### src/rtl/constants_pkg.sv
// rtl/constants_pkg.sv - shared processor-environment enums
package constants_pkg;

  typedef enum logic [2:0] {
    FETCH_START,
    FETCH_END,
    DECODE,
    EXECUTE,
    MEMORY_ACCESS,
    WRITE_BACK
  } ExecutionStage;

  typedef enum logic {
    TRACE_WRAP      = 1'b0,
    TRACE_STOP_FULL = 1'b1
  } TraceMode;

  typedef enum logic [1:0] {
    REC_IDLE,
    REC_CAPTURE,
    REC_POST,
    REC_FROZEN
  } RecorderState;

endpackage

### src/rtl/execution_trace_recorder_pkg.sv
// rtl/execution_trace_recorder_pkg.sv - trace recorder widths and helpers
package execution_trace_recorder_pkg;

  localparam int DROP_W = 8;

  function automatic int entry_width(input int stamp_w, input int pc_w,
                                     input int num_regs, input int data_w);
    return stamp_w + pc_w + num_regs * data_w;
  endfunction

  function automatic logic [DROP_W-1:0] sat_inc(input logic [DROP_W-1:0] v);
    return (v == '1) ? v : v + 1'b1;
  endfunction

endpackage

### src/rtl/execution_trace_recorder_if.sv
// rtl/execution_trace_recorder_if.sv - trace readout valid/ready port
interface execution_trace_recorder_if #(
  parameter int ENTRY_W = 88
);
  logic               rd_valid;
  logic               rd_ready;
  logic [ENTRY_W-1:0] rd_data;

  modport master (output rd_valid, output rd_data, input rd_ready);
  modport slave  (input rd_valid, input rd_data, output rd_ready);
endinterface

### src/rtl/execution_trace_recorder_ring.sv
// rtl/execution_trace_recorder_ring.sv - trace_ring_buffer: circular entry store
// with optional overwrite-oldest on full and simultaneous push/pop.
module trace_ring_buffer #(
  parameter int WIDTH = 88,
  parameter int DEPTH = 16
) (
  input  logic                     clk,
  input  logic                     reset_n,
  input  logic                     clr,
  input  logic                     push,
  input  logic                     pop,
  input  logic                     overwrite,
  input  logic [WIDTH-1:0]         wdata,
  output logic [WIDTH-1:0]         rdata,
  output logic [$clog2(DEPTH):0]   count,
  output logic                     full,
  output logic                     empty
);
  localparam int AW = $clog2(DEPTH);
  localparam logic [AW:0] FULL_CNT = (AW+1)'(DEPTH);

  logic [WIDTH-1:0] mem [DEPTH];
  logic [AW-1:0]    wptr;
  logic [AW-1:0]    rptr;
  logic             do_pop;
  logic             do_push;
  logic             evict;

  assign empty   = (count == '0);
  assign full    = (count == FULL_CNT);
  assign do_pop  = pop && !empty;
  assign do_push = push && (!full || do_pop || overwrite);
  // Overwrite drops the oldest entry: read pointer advances, count holds.
  assign evict   = push && full && !do_pop && overwrite;
  assign rdata   = empty ? '0 : mem[rptr];

  always_ff @(posedge clk or negedge reset_n) begin
    if (!reset_n) begin
      wptr  <= '0;
      rptr  <= '0;
      count <= '0;
    end else if (clr) begin
      wptr  <= '0;
      rptr  <= '0;
      count <= '0;
    end else begin
      if (do_push) wptr <= wptr + 1'b1;
      if (do_pop || evict) rptr <= rptr + 1'b1;
      case ({do_push && !evict, do_pop})
        2'b10:   count <= count + 1'b1;
        2'b01:   count <= count - 1'b1;
        default: count <= count;
      endcase
    end
  end

  always_ff @(posedge clk) begin
    if (do_push && !clr) mem[wptr] <= wdata;
  end

endmodule

### src/rtl/execution_trace_recorder.sv
// rtl/execution_trace_recorder.sv - execution trace recorder top: FSM, trigger,
// stamp and drop counters. Optional per-capture log under TRACE_DISPLAY_EN.
module execution_trace_recorder
  import constants_pkg::*;
  import execution_trace_recorder_pkg::*;
#(
  parameter int DATA_W       = 8,
  parameter int NUM_REGS     = 8,
  parameter int PC_W         = 8,
  parameter int DEPTH        = 16,
  parameter int STAMP_W      = 16,
  parameter int POST_TRIGGER = 4
) (
  input  logic                       clk,
  input  logic                       reset_n,
  input  ExecutionStage              state,
  input  logic [PC_W-1:0]            pc,
  input  logic [NUM_REGS*DATA_W-1:0] regs,
  input  logic                       arm,
  input  TraceMode                   mode,
  input  logic                       trig_en,
  input  logic [PC_W-1:0]            trig_pc,
  execution_trace_recorder_if.master rd,
  output logic [$clog2(DEPTH):0]     count,
  output logic [DROP_W-1:0]          dropped,
  output RecorderState               rec_state,
  output logic                       triggered
);
  localparam int ENTRY_W = entry_width(STAMP_W, PC_W, NUM_REGS, DATA_W);
  localparam int PW      = $clog2(DEPTH);
  localparam logic [PW-1:0] POST_INIT = PW'(POST_TRIGGER);

  RecorderState        next_state;
  TraceMode            mode_q;
  logic [STAMP_W-1:0]  stamp;
  logic [PW-1:0]       post_cnt;
  logic [PW-1:0]       next_post;
  logic                next_trig;
  logic                capture;
  logic                trig_hit;
  logic                pop_ok;
  logic                full;
  logic                empty;
  logic                drop_event;
  logic [ENTRY_W-1:0]  entry;

  // arm wins over a same-cycle capture, which is simply discarded.
  assign capture    = (state == FETCH_END) && !arm &&
                      (rec_state == REC_CAPTURE || rec_state == REC_POST);
  assign trig_hit   = capture && (rec_state == REC_CAPTURE) && trig_en && (pc == trig_pc);
  assign pop_ok     = rd.rd_valid && rd.rd_ready;
  assign drop_event = capture && full && !pop_ok;
  assign entry      = {stamp, pc, regs};
  assign rd.rd_valid = !empty;

  trace_ring_buffer #(
    .WIDTH (ENTRY_W),
    .DEPTH (DEPTH)
  ) u_ring (
    .clk       (clk),
    .reset_n   (reset_n),
    .clr       (arm),
    .push      (capture),
    .pop       (rd.rd_ready),
    .overwrite (mode_q == TRACE_WRAP),
    .wdata     (entry),
    .rdata     (rd.rd_data),
    .count     (count),
    .full      (full),
    .empty     (empty)
  );

  always_comb begin
    next_state = rec_state;
    next_post  = post_cnt;
    next_trig  = triggered;
    if (arm) begin
      next_state = REC_CAPTURE;
      next_post  = '0;
      next_trig  = 1'b0;
    end else begin
      case (rec_state)
        REC_CAPTURE: begin
          if (trig_hit) begin
            next_trig  = 1'b1;
            next_post  = POST_INIT;
            next_state = (POST_TRIGGER == 0) ? REC_FROZEN : REC_POST;
          end
        end
        REC_POST: begin
          if (capture) begin
            next_post = post_cnt - 1'b1;
            if (post_cnt == PW'(1)) next_state = REC_FROZEN;
          end
        end
        default: ;
      endcase
    end
  end

  always_ff @(posedge clk or negedge reset_n) begin
    if (!reset_n) begin
      rec_state <= REC_IDLE;
      post_cnt  <= '0;
      triggered <= 1'b0;
      mode_q    <= TRACE_WRAP;
      stamp     <= '0;
      dropped   <= '0;
    end else begin
      rec_state <= next_state;
      post_cnt  <= next_post;
      triggered <= next_trig;
      stamp     <= stamp + 1'b1;
      if (arm) begin
        mode_q  <= mode;
        dropped <= '0;
      end else if (drop_event) begin
        dropped <= sat_inc(dropped);
      end
    end
  end

`ifdef TRACE_DISPLAY_EN
  always @(posedge clk) begin
    if (reset_n && capture) begin
      if (drop_event && mode_q == TRACE_WRAP)
        $display("TRACE stamp=%h pc=%h regs=%h WRAP", stamp, pc, regs);
      else if (drop_event)
        $display("TRACE stamp=%h pc=%h regs=%h DROP", stamp, pc, regs);
      else
        $display("TRACE stamp=%h pc=%h regs=%h", stamp, pc, regs);
    end
  end
`endif

endmodule

### src/flat_wrapper.sv
// flat-port wrapper written by rule: the top's interface ports become plain ports
module execution_trace_recorder_flat import constants_pkg::*; import execution_trace_recorder_pkg::*;
#(
  parameter int DATA_W       = 8,
  parameter int NUM_REGS     = 8,
  parameter int PC_W         = 8,
  parameter int DEPTH        = 16,
  parameter int STAMP_W      = 16,
  parameter int POST_TRIGGER = 4
)
  (clk, reset_n, state, pc, regs, arm, mode, trig_en, trig_pc, count, dropped, rec_state, triggered, rd_rd_valid, rd_rd_data, rd_rd_ready);
  execution_trace_recorder_if #(.ENTRY_W((16 + 8 + 64))) rd_i ();
  input  logic clk;
  input  logic reset_n;
  input  ExecutionStage state;
  input  logic [PC_W-1:0] pc;
  input  logic [NUM_REGS*DATA_W-1:0] regs;
  input  logic arm;
  input  TraceMode mode;
  input  logic trig_en;
  input  logic [PC_W-1:0] trig_pc;
  output logic [$clog2(DEPTH):0] count;
  output logic [DROP_W-1:0] dropped;
  output RecorderState rec_state;
  output logic triggered;
  output wire logic [$bits(rd_i.rd_valid)-1:0] rd_rd_valid;
  output wire logic [$bits(rd_i.rd_data)-1:0] rd_rd_data;
  input wire logic [$bits(rd_i.rd_ready)-1:0] rd_rd_ready;
  assign rd_rd_valid = rd_i.rd_valid;
  assign rd_rd_data = rd_i.rd_data;
  assign rd_i.rd_ready = rd_rd_ready;
  execution_trace_recorder #(.DATA_W(DATA_W), .NUM_REGS(NUM_REGS), .PC_W(PC_W), .DEPTH(DEPTH), .STAMP_W(STAMP_W), .POST_TRIGGER(POST_TRIGGER)) u_core (.clk(clk), .reset_n(reset_n), .state(state), .pc(pc), .regs(regs), .arm(arm), .mode(mode), .trig_en(trig_en), .trig_pc(trig_pc), .rd(rd_i), .count(count), .dropped(dropped), .rec_state(rec_state), .triggered(triggered));
endmodule
### config.mk
export PLATFORM = sky130hd
export DESIGN_NAME = execution_trace_recorder_flat
export DESIGN_NICKNAME = d
export VERILOG_FILES = /design/src/rtl/constants_pkg.sv /design/src/rtl/execution_trace_recorder_pkg.sv /design/src/rtl/execution_trace_recorder_if.sv /design/src/rtl/execution_trace_recorder_ring.sv /design/src/rtl/execution_trace_recorder.sv /design/src/flat_wrapper.sv
export SDC_FILE = /design/constraint.sdc
export NUM_CORES = 1
export LEC_CHECK = 0
export ABC_AREA = 0
export CORE_ASPECT_RATIO = 0.5
export CORE_MARGIN = 8
export CORE_UTILIZATION = 55
export DETAILED_ROUTE_END_ITERATION = 16
export GPL_TIMING_DRIVEN = 0
export HOLD_SLACK_MARGIN = 0.12
export PLACE_DENSITY = 0.73
export SYNTH_ARGS = -nofsm -noshare
export SYNTH_HDL_FRONTEND = slang
export SYNTH_HIERARCHICAL = 1
export SYNTH_SLANG_ARGS = --single-unit
### constraint.sdc
create_clock -name clk -period 4.87 [get_ports clk]
set_input_delay 0.487 -clock clk [delete_from_list [all_inputs] [get_ports clk]]
set_output_delay 0.487 -clock clk [all_outputs]
set_load 0.02 [all_outputs]
; Yosys cells after proc, flatten, opt, wreduce, memory -nomap -nowiden
; Memories as Yosys holds them, arrays and structs flattened.
; Index checks and enable logic that the tools add are counted.
[totals]
register_bits = 45
mem_bits_rw = 1408
inputBits = 89
out_inout_bits = 105
elab_cells = 88
memories = 1
[mem_list]
columns = memory, depth, word_bits, read_ports, rd_ports_with_merged_regs, wr, line
row1 = u_core.u_ring.mem, 16, 88, 1, 0, 1, execution_trace_recorder_ring.sv:22  ; logic [WIDTH-1:0] mem [DEPTH];
[op_classes]
addsub = 7
n_eq_ne = 13
mux = 24
n_bitwise = 1
reduce_logical = 33
[ops]
columns = operator, n
row1 = $mux W88, 1
row2 = $mux W4, 7
row3 = $mux W8, 3
row4 = $add A16 B1 Y16 const B, 1
row5 = $logic_and A1 B1 Y1, 12
row6 = $pmux W5 S2, 1
row7 = $reduce_bool A2 Y1, 5
row8 = $add A4 B1 Y4 const B, 2
row9 = $add A8 B1 Y8 const B, 1
row10 = $eq A8 B8 Y1, 1
row11 = $eq A8 B8 Y1 const B, 1
row12 = $mux W2, 4
row13 = $pmux W4 S2, 1
row14 = $ne A3 B2 Y1 const B, 2
row15 = $reduce_bool A3 Y1, 2
row16 = $add A5 B1 Y5 const B, 1
row17 = $eq A5 B5 Y1 const B, 1
row18 = $logic_not A1 Y1, 5
row19 = $logic_not A5 Y1, 1
row20 = $mux W1, 5
row21 = $mux W5, 1
row22 = $sub A5 B1 Y5 const B, 1
row23 = $eq A2 B1 Y1 const B, 2
row24 = $eq A2 B2 Y1 const B, 2
row25 = 11 further kinds, 15

; Logic depth before layout (Yosys ltp)
; Gate-level depths: netlist (run 1).
[depth]
ltp_word = 11
ltp_mapped = 14
ltp_nobuf = 13

; Modules after synthesis
; Netlist (run 1), hierarchy kept.
[modules_own_cells]
columns = module, n_inst, cells_each, area_each_um2, seq_area_each_um2
row1 = trace_ring_buffer, 1, 2167, 54233.3, 42605.9
row2 = execution_trace_recorder, 1, 170, 1737.9, 800.8

; Worst setup path before layout (run 1)
; No wires, ideal clock.
[synth_timing]
path_type = register to register
startpoint = reg u_core.rec_state[0]
endpoint = mem u_core.u_ring.mem[0][0] (enable)
setup_time_ns = 0.456
t_arrival_ns = 3.789
required_ns = 4.414
slack_ns = 0.625
stages_incl_launch_ff = 9
path_buffers = 1
period_less_slack_ns = 4.245
cell_sequence = dfrtp_1 inv_1 ha_1 nor2_1 and2_1 buf_2 nand3_1 nor3_1 and2_1
[synth_via]
elab_chain_len = 7
elab_cells_between_ends = 8
classes_between = 2 x eq/ne / 2 x mux / 4 x reduce/logical
[synth_rtl]
columns = element, line
row1 = from (decl), execution_trace_recorder.sv:26  ; output RecorderState rec_state,
row2 = from (signal assigned), execution_trace_recorder.sv:110  ; rec_state <= next_state;
row3 = $eq A2 B1 Y1 or $eq A2 B2 Y1 (tied branches), execution_trace_recorder.sv:49  ; (rec_state == REC_CAPTURE || rec_state == REC_POST);
row4 = $logic_or A1 B1 Y1 *, execution_trace_recorder.sv:49
row5 = $logic_and A1 B1 Y1 *, execution_trace_recorder.sv:48  ; assign capture = (state == FETCH_END) && !arm &&
row6 = net u_core.capture, execution_trace_recorder.sv:39  ; logic capture;
row7 = $logic_and A1 B1 Y1 *, execution_trace_recorder_ring.sv:32  ; assign do_push = push && (!full || do_pop || overwrite);
row8 = $logic_and A1 B1 Y1 *, execution_trace_recorder_ring.sv:58  ; if (do_push && !clr) mem[wptr] <= wdata;
row9 = $mux W1 *, execution_trace_recorder_ring.sv:58
row10 = $mux W1 (implied by the code) *, execution_trace_recorder_ring.sv:58
row11 = to (decl), execution_trace_recorder_ring.sv:22
; The timed path passes the listed nets; every way through them passes the cells marked *.

; Final worst setup path (run 1)
[layout_timing]
startpoint = reg u_core.u_ring.rptr[1]
endpoint = out rd_rd_data[48]
[layout_via]
elab_chain_len = 2
[layout_rtl]
columns = element, line
row1 = from (decl), execution_trace_recorder_ring.sv:24  ; logic [AW-1:0] rptr;
row2 = from (signal assigned), execution_trace_recorder_ring.sv:48  ; if (do_pop || evict) rptr <= rptr + 1'b1;
row3 = $mem_v2 Z16 W88, --
row4 = $mux W88, execution_trace_recorder_ring.sv:35  ; assign rdata = empty ? '0 : mem[rptr];
row5 = to (decl), flat_wrapper.sv:27  ; output wire logic [$bits(rd_i.rd_data)-1:0] rd_rd_data;
; Every way passes these cells.

==> results.yml, run 1 <==
timing:
  max-slew-margin-rel: 0.257
  number_of_setup_violations_in_the_final_report: 0
  finalHoldViolCount: 0
  worstMarginPinSlew_ps: 1110
  rsz0062_at_grt: "false"
  final.hold.worst_slack_ps: 299
  max_clock_freq_ghz: 0.212
  finalWorstPathRequiredPeriod_ps: 4720
  clock_skew_ps: 18.2
  period_share: 0.969
  timing_max_transition_violations_final: 0
synth:
  synth_cells: 2337
  synth_sequential_area_ratio: 0.776
  synth_async_sr_flop_share: 0.0310
  synth_largest_area_cell: "sky130_fd_sc_hd__edfxtp_1"
  synth.net_count: 2439
  yosysMostFrequentCell: "sky130_fd_sc_hd__edfxtp_1"
  ys.flop_type: "sky130_fd_sc_hd__edfxtp_1"
  synth_edf_count: 1408
  synth_area_um2: 56000
  synth-compound-area-share: 0.00429
  synthMuxAreaShare: 0.178
  distinct_cell_type_count_after_synthesis: 55
  syn_area_per_cell_um2: 24.0
  yosys_register_bits: 1453
  post_synth_xor_xnor_area: 0.00592
  yosysWarnings: 6
  synth-adder-area-share: 0.00291
  top_cells_by_area_in_the_synthesized_netlist: "sky130_fd_sc_hd__edfxtp_1, sky130_fd_sc_hd__mux4_2, sky130_fd_sc_hd__dfrtp_1"
  main_combinational_cell_family_by_area_after_synthesis: "multiplexers"
  area_share_of_and_or_nand_nor_cells_after_synthesis: 0.0230
  post_synth_most_frequent_cells: "sky130_fd_sc_hd__edfxtp_1, sky130_fd_sc_hd__mux4_2, sky130_fd_sc_hd__nor2b_1"
  synth_top_cell_area_share: 0.755
routing:
  drt_first_pass_iters: 7
  drc: 0
  routed_wl_um: 131000
  vias: 26500
  final_ant_viol_nets: 0
  routed_via_density: 6.42
  route.detailed.wl_per_inst_um: 31.6
  drtIter0Drc: 3162
power:
  switching_share: 0.271
  report.power.total_uw: 30300
  power_leakage_uw: 0.0199
  power.combinational.fraction: 0.240
  peakVddDrop_mv: 0.299
  pwr-share-clk: 0.306
  power_per_cell_area_nw_per_um2: 471
  switching_power_uw: 8190
  intPower_uw: 22100
  power_frac_seq: 0.454
clock_network:
  cts_made_buffers: 119
  deepest_level_of_the_cts_h_tree: 3
  cts.clk_slew.worst_paths_ps: 70
  cts_tree: "yes"
  cts.root.buffer_cell: "sky130_fd_sc_hd__clkbuf_16"
  clock_sinks: 1453
  insertion_delay_to_the_later_sink_of_the_worst_skew_pair_ps: 730
  clk_path_buf_depth: 3
setup_path:
  timing.rr.end: "u_core/u_ring/mem[6][25]$_DFFE_PP_"
  timing.critical_path.arrival_ps: 4230
  setup.reg_to_reg.worst_slack_ps: 1180
  capture_point_of_the_critical_path: "rd_rd_data[48]"
  cp-start-kind: "flip-flop"
  rr_startpoint: "u_core/rec_state[0]$_DFFE_PN0P_"
  timing.critical_path.from: "u_core/u_ring/rptr[1]$_DFFE_PN0P_"
  cp_data_required_time_ps: 4380
  path_class: "flip-flop to output port"
  critPathCaptureType: "output port"
  worst-r2r-cell-count: 10
  critical_path.max_fanout: 10
floorplan:
  x_dimension_of_the_die_um: 467
  io-pin-count: 194
  die_area_um2: 113000
  start_util: 0.557
  rows: 82
  die-height_um: 242
  fp.coreArea_um2: 101000
place:
  port_buffers: 193
  gp_congestion: 0.755
  dp_hpwl_um: 72000
  placed_cells: 3907
layout:
  instances_no_fill: 4134
  num-fill-cells: 6412
  fin_nets: 2787
  drive_above_1_share: 0.257
  area_added_between_synthesis_and_finish_pct: 14.8
global_route:
  first_pass_grt_wire_length_um: 188000
  grt_antenna_before_repair: 8
  grt_max_degree: 45
  gr-total-overflow: 0
  vias_in_the_first_global_route: 27500
  grt_util_all_layers: 0.228
outcome:
  outcome: "finished, final reports clean"
hold_path:
  worstHoldPathType: "input pin to async pin"
job:
  drv.max_cap_violation_count: 0
## layout by cell type (no fill, tap or decap), drive strengths merged, types with 3 or more instances in the layout
master	netlist	final
edfxtp	1408	1408
mux4	440	440
clkbuf	67	228
clkdlybuf4s50	0	192
nor2b	93	93
buf	47	80
dfrtp	45	45
clkinv	0	45
nor2	33	33
xnor2	25	25
nand2	24	24
inv	21	23
and2	21	21
nand3	14	14
ha	13	13
xor2	12	12
nor3	9	9
diode	0	7
o21ai	7	7
a21oi	7	7
nor4	7	7
bufinv	0	6
nand4	6	6
clkinvlp	0	4
and3	4	4
nand2b	3	3
nor3b	3	3
## per-stage QoR
step	cell area, µm²	worst slack (ps)	TNS [ps]	utilization
after floorplan	56000	625	0	-
after global placement	59600	-2790	-3690300	0.593
after detailed placement	60500	328	0	0.602
after CTS	64200	68.6	0	0.639
after global routing	64300	12.9	0	0.639
final	64300	151	0	0.639
## worst max-delay path, cell delays in order (launching register included)
cell	delay (ps)
sky130_fd_sc_hd__dfrtp_1	430
sky130_fd_sc_hd__clkbuf_2	430
sky130_fd_sc_hd__buf_2	460
sky130_fd_sc_hd__clkdlybuf4s15_2	520
sky130_fd_sc_hd__mux4_2	390
sky130_fd_sc_hd__mux4_2	560
sky130_fd_sc_hd__nor2b_1	160
sky130_fd_sc_hd__clkdlybuf4s50_1	550
## area by class of cell
cell class / instances / area, µm² / share of cell area
Antenna cell: 7 / 17.5 / 0.000273
Tap cell: 1344 / 1680 / 0.0262
Clock inverter: 57 / 423 / 0.00658
Timing Repair Buffer: 228 / 2830 / 0.0440
Multi-Input combinational cell: 749 / 12000 / 0.187
Sequential cell: 1453 / 43400 / 0.675
Clock buffer: 162 / 3260 / 0.0508
Buffer: 113 / 549 / 0.00855
Inverter: 21 / 78.8 / 0.00123
## cell families after synthesis
logic type | count (synthesis)
XOR/XNOR | 37
AND/OR/NAND/NOR | 223
flip-flops | 1453
buffers and inverters | 135
multiplexers | 443
AO/OA/AOI/OAI | 33
adder cells (fa/ha/maj) | 13
## state kept, by name, indices dropped and copies added (netlist names)
register / cells
u_core/mode_q: 1
u_core/post_cnt: 4
u_core/triggered: 1
u_core/u_ring/mem: 1408
u_core/dropped: 8
u_core/rec_state: 2
u_core/u_ring/wptr: 4
u_core/u_ring/count: 5
u_core/stamp: 16
u_core/u_ring/rptr: 4
## power by group through the flow
stage,clock network (µW),logic (µW),registers (µW)
2_1_floorplan,0,4400,14000
3_3_place_gp,0,7220,14000
3_5_place_dp,0,7300,14000
4_1_cts,9390,7400,13700
5_1_grt,9860,7680,13700
6_report,9260,7280,13700
## repair_timing
item                                    4_1_cts  5_1_grt
pin swaps                                     1        0
hold endpoints to repair                     21        0
buffers inserted                              1        0
gates resized for setup                      15        5
hold buffers                                  1        0
endpoints found under the setup margin       88        3
## how the worst min path moves through the flow
stage | from | end | slack (ps)
after detailed placement | reset_n | u_core/u_ring/count[3]$_DFFE_PN0P_ | 520
after global placement | u_core/mode_q$_DFFE_PN0P_ | u_core/mode_q$_DFFE_PN0P_ | 530
final | reset_n | u_core/dropped[0]$_DFFE_PN0P_ | 300
after global routing | reset_n | u_core/dropped[0]$_DFFE_PN0P_ | 320
after CTS | reset_n | u_core/dropped[0]$_DFFE_PN0P_ | 280
after floorplan | reset_n | u_core/dropped[0]$_DFFE_PN0P_ | 190
## routing by layer
metal / track usage / routed length, µm / vias to the layer above
met4: 0.0553 / 2790 / 0
met5: 0 / 0 / -
li1: - / - / 10600
met3: 0.0487 / 12300 / 192
met2: 0.382 / 66200 / 1433
met1: 0.312 / 49200 / 14300
(Power assumes the default switching activity.)
==> run 2, diff against run 1 <==
CORE_MARGIN = 2   (was 8)
SKIP_CTS_REPAIR_TIMING = 1   (was not set)
==> run 2 against run 1 <==
Net effect:
- clock-buffer cell count down 11
- largest power group unchanged
- critical path type unchanged
- combinational power about the same
- fmax up 0.12%
- global-route usage up 2.3 points
- critical endpoint is now rd_rd_data[63]
- via count down 0.47%
- sequential share of layout area down 0.18 points
- utilization up 0.17 points
- critical path depth unchanged
- power up 0.84%
- clock power up 2.8%
- clock skew up 2.0 ps
==> results.yml, run 2 (synthesis results as in run 1) <==
outcome:
  outcome: "finished, final reports clean"
floorplan:
  x_dimension_of_the_die_um: 455
  die_area_um2: 104000
  start_util: 0.557
  rows: 82
  fp.coreArea_um2: 101000
  die-height_um: 230
  io-pin-count: 194
layout:
  layout_commonest_cell: "sky130_fd_sc_hd__edfxtp_1"
  num-fill-cells: 6421
  drive_above_1_share: 0.263
  multi_input_comb_area_um2: 12000
  largest_registers: "u_core/u_ring/mem x1408, u_core/stamp x16, u_core/dropped x8"
  layout_common_cells: "sky130_fd_sc_hd__edfxtp_1, sky130_fd_sc_hd__mux4_2, sky130_fd_sc_hd__clkdlybuf4s50_1"
  largest_register: "u_core/u_ring/mem"
  fin_nets: 2790
  largest_register_ffs: 1408
  ff_latch_area_um2: 43400
  area_added_between_synthesis_and_finish_pct: 15.1
  instances_no_fill: 4139
  final_area_um2: 64400
power:
  report.power.total_uw: 30500
  intPower_uw: 22300
  peakVddDrop_mv: 0.322
  switching_power_uw: 8180
  power_frac_seq: 0.450
  power_leakage_uw: 0.0200
  power.combinational.fraction: 0.238
  switching_share: 0.268
  pwr-share-clk: 0.312
  power_per_cell_area_nw_per_um2: 474
timing:
  rsz0062_at_grt: "false"
  period_share: 0.968
  max-slew-margin-rel: 0.228
  finalWorstPathRequiredPeriod_ps: 4710
  number_of_setup_violations_in_the_final_report: 0
  finalHoldViolCount: 0
  worstMarginPinSlew_ps: 1160
  timing_max_transition_violations_final: 0
  max_clock_freq_ghz: 0.212
  clock_skew_ps: 20.1
job:
  drv.max_cap_violation_count: 0
hold_path:
  worstHoldPathType: "input pin to async pin"
setup_path:
  critical_path.max_fanout: 10
  timing.rr.end: "u_core/u_ring/mem[8][25]$_DFFE_PP_"
  path_class: "flip-flop to output port"
  cp_data_required_time_ps: 4380
  timing.critical_path.arrival_ps: 4230
  cp-start-kind: "flip-flop"
  path_buf_inv: 4
  timing.critical_path.cells: "clkbuf_2 > buf_2 > clkbuf_2 > mux4_2 > mux4_2 > nor2b_1 > clkdlybuf4s50_1"
  critical-path-max-stage-delay_ps: 680
  worst-r2r-cell-count: 10
  rr_startpoint: "u_core/rec_state[0]$_DFFE_PN0P_"
  worst_path_max_delay_cell: "sky130_fd_sc_hd__clkdlybuf4s50_1"
  setup.reg_to_reg.worst_slack_ps: 1300
  critPathCaptureType: "output port"
  critPathTopFamily: "buffers and inverters"
place:
  placed_cells: 3907
  dp_hpwl_um: 71500
  port_buffers: 193
  post_dp_cell_area_um2: 60500
  gp_congestion: 0.739
routing:
  drtIter0Drc: 3178
  route.detailed.wl_per_inst_um: 31.0
  drc: 0
  routed_via_density: 6.38
  final_ant_viol_nets: 0
  drt_first_pass_iters: 5
  vias: 26400
  routed_wl_um: 128000
clock_network:
  cts.clk_slew.worst_paths_ps: 60
  clock_sinks: 1453
  clk_path_buf_depth: 3
  insertion_delay_to_the_later_sink_of_the_worst_skew_pair_ps: 720
  cts_tree: "yes"
  deepest_level_of_the_cts_h_tree: 3
  cts.root.buffer_cell: "sky130_fd_sc_hd__clkbuf_16"
  cts_made_buffers: 120
global_route:
  grt_antenna_before_repair: 4
  grt_max_degree: 46
  first_pass_grt_wire_length_um: 187000
  vias_in_the_first_global_route: 27500
  grt_util_all_layers: 0.251
  gr-total-overflow: 0
run 2: cell count changes in the layout (fill, tap and decap cells not counted), sizes merged:
cell      change
buf           -1
clkinvlp      -2
clkbuf        -8
bufinv        +5
diode         -3
clkinv       +14
run 2: worst reg2reg max path: stages, from the launching register on:
cell                      delay (ps)
sky130_fd_sc_hd__dfrtp_1         400
sky130_fd_sc_hd__inv_1            60
sky130_fd_sc_hd__ha_1            310
sky130_fd_sc_hd__nor2_1          210
sky130_fd_sc_hd__and2_1          160
sky130_fd_sc_hd__buf_2           250
sky130_fd_sc_hd__nand3_1         210
sky130_fd_sc_hd__nor3_1          400
sky130_fd_sc_hd__and2_4          510
sky130_fd_sc_hd__buf_12          310
sky130_fd_sc_hd__buf_16          350
run 2: power groups by stage:
stage / combinational, µW / clock (µW) / sequential (µW)
floorplan: 4400 / 0 / 14000
global placement: 7170 / 0 / 14000
detailed placement: 7250 / 0 / 14000
CTS: 7310 / 9660 / 13700
global route: 7670 / 10200 / 13700
finish: 7270 / 9520 / 13700
run 2: layout make-up:
| cell class | instances | area share |
|---|---|---|
| Timing Repair Buffer | 230 | 0.0444 |
| Tap cell | 1344 | 0.0261 |
| Buffer | 113 | 0.00854 |
| Clock inverter | 74 | 0.0100 |
| Inverter | 21 | 0.00122 |
| Clock buffer | 151 | 0.0495 |
| Antenna cell | 4 | 0.000155 |
| Multi-Input combinational cell | 749 | 0.186 |
| Sequential cell | 1453 | 0.674 |
run 2: worst max path at each step:
stage	start	to	slack [ps]	depth (start not counted)
final	u_core/u_ring/rptr[1]$_DFFE_PN0P_	rd_rd_data[63]	160	7
after global routing	u_core/u_ring/rptr[2]$_DFFE_PN0P_	rd_rd_data[7]	40	5
after global placement	arm	u_core/u_ring/mem[12][29]$_DFFE_PP_	-2760	7
after detailed placement	u_core/u_ring/count[1]$_DFFE_PN0P_	rd_rd_data[77]	20	6
after CTS	u_core/u_ring/count[0]$_DFFE_PN0P_	rd_rd_data[77]	-820	6
after floorplan	u_core/rec_state[0]$_DFFE_PN0P_	u_core/u_ring/mem[0][0]$_DFFE_PP_	630	8
run 2: layer usage:
layer	part of all wire	wire, µm	global-route usage
met5	0	0	0
met4	0.024	3060	0.0661
met3	0.089	11400	0.0499
met2	0.50	64400	0.412
met1	0.39	49400	0.352
run 2: stage by stage:
| stage | setup TNS [ps] | worst slack (ps) | hold slack [ps] | util |
|---|---|---|---|---|
| finish | 0 | 157 | 264 | 0.641 |
| global route | 0 | 43.5 | 274 | 0.641 |
| CTS | -32120 | -816 | -301 | 0.640 |
| detailed placement | 0 | 22.3 | 476 | 0.602 |
| global placement | -3729450 | -2760 | 526 | 0.593 |
| floorplan | 0 | 625 | 191 | - |
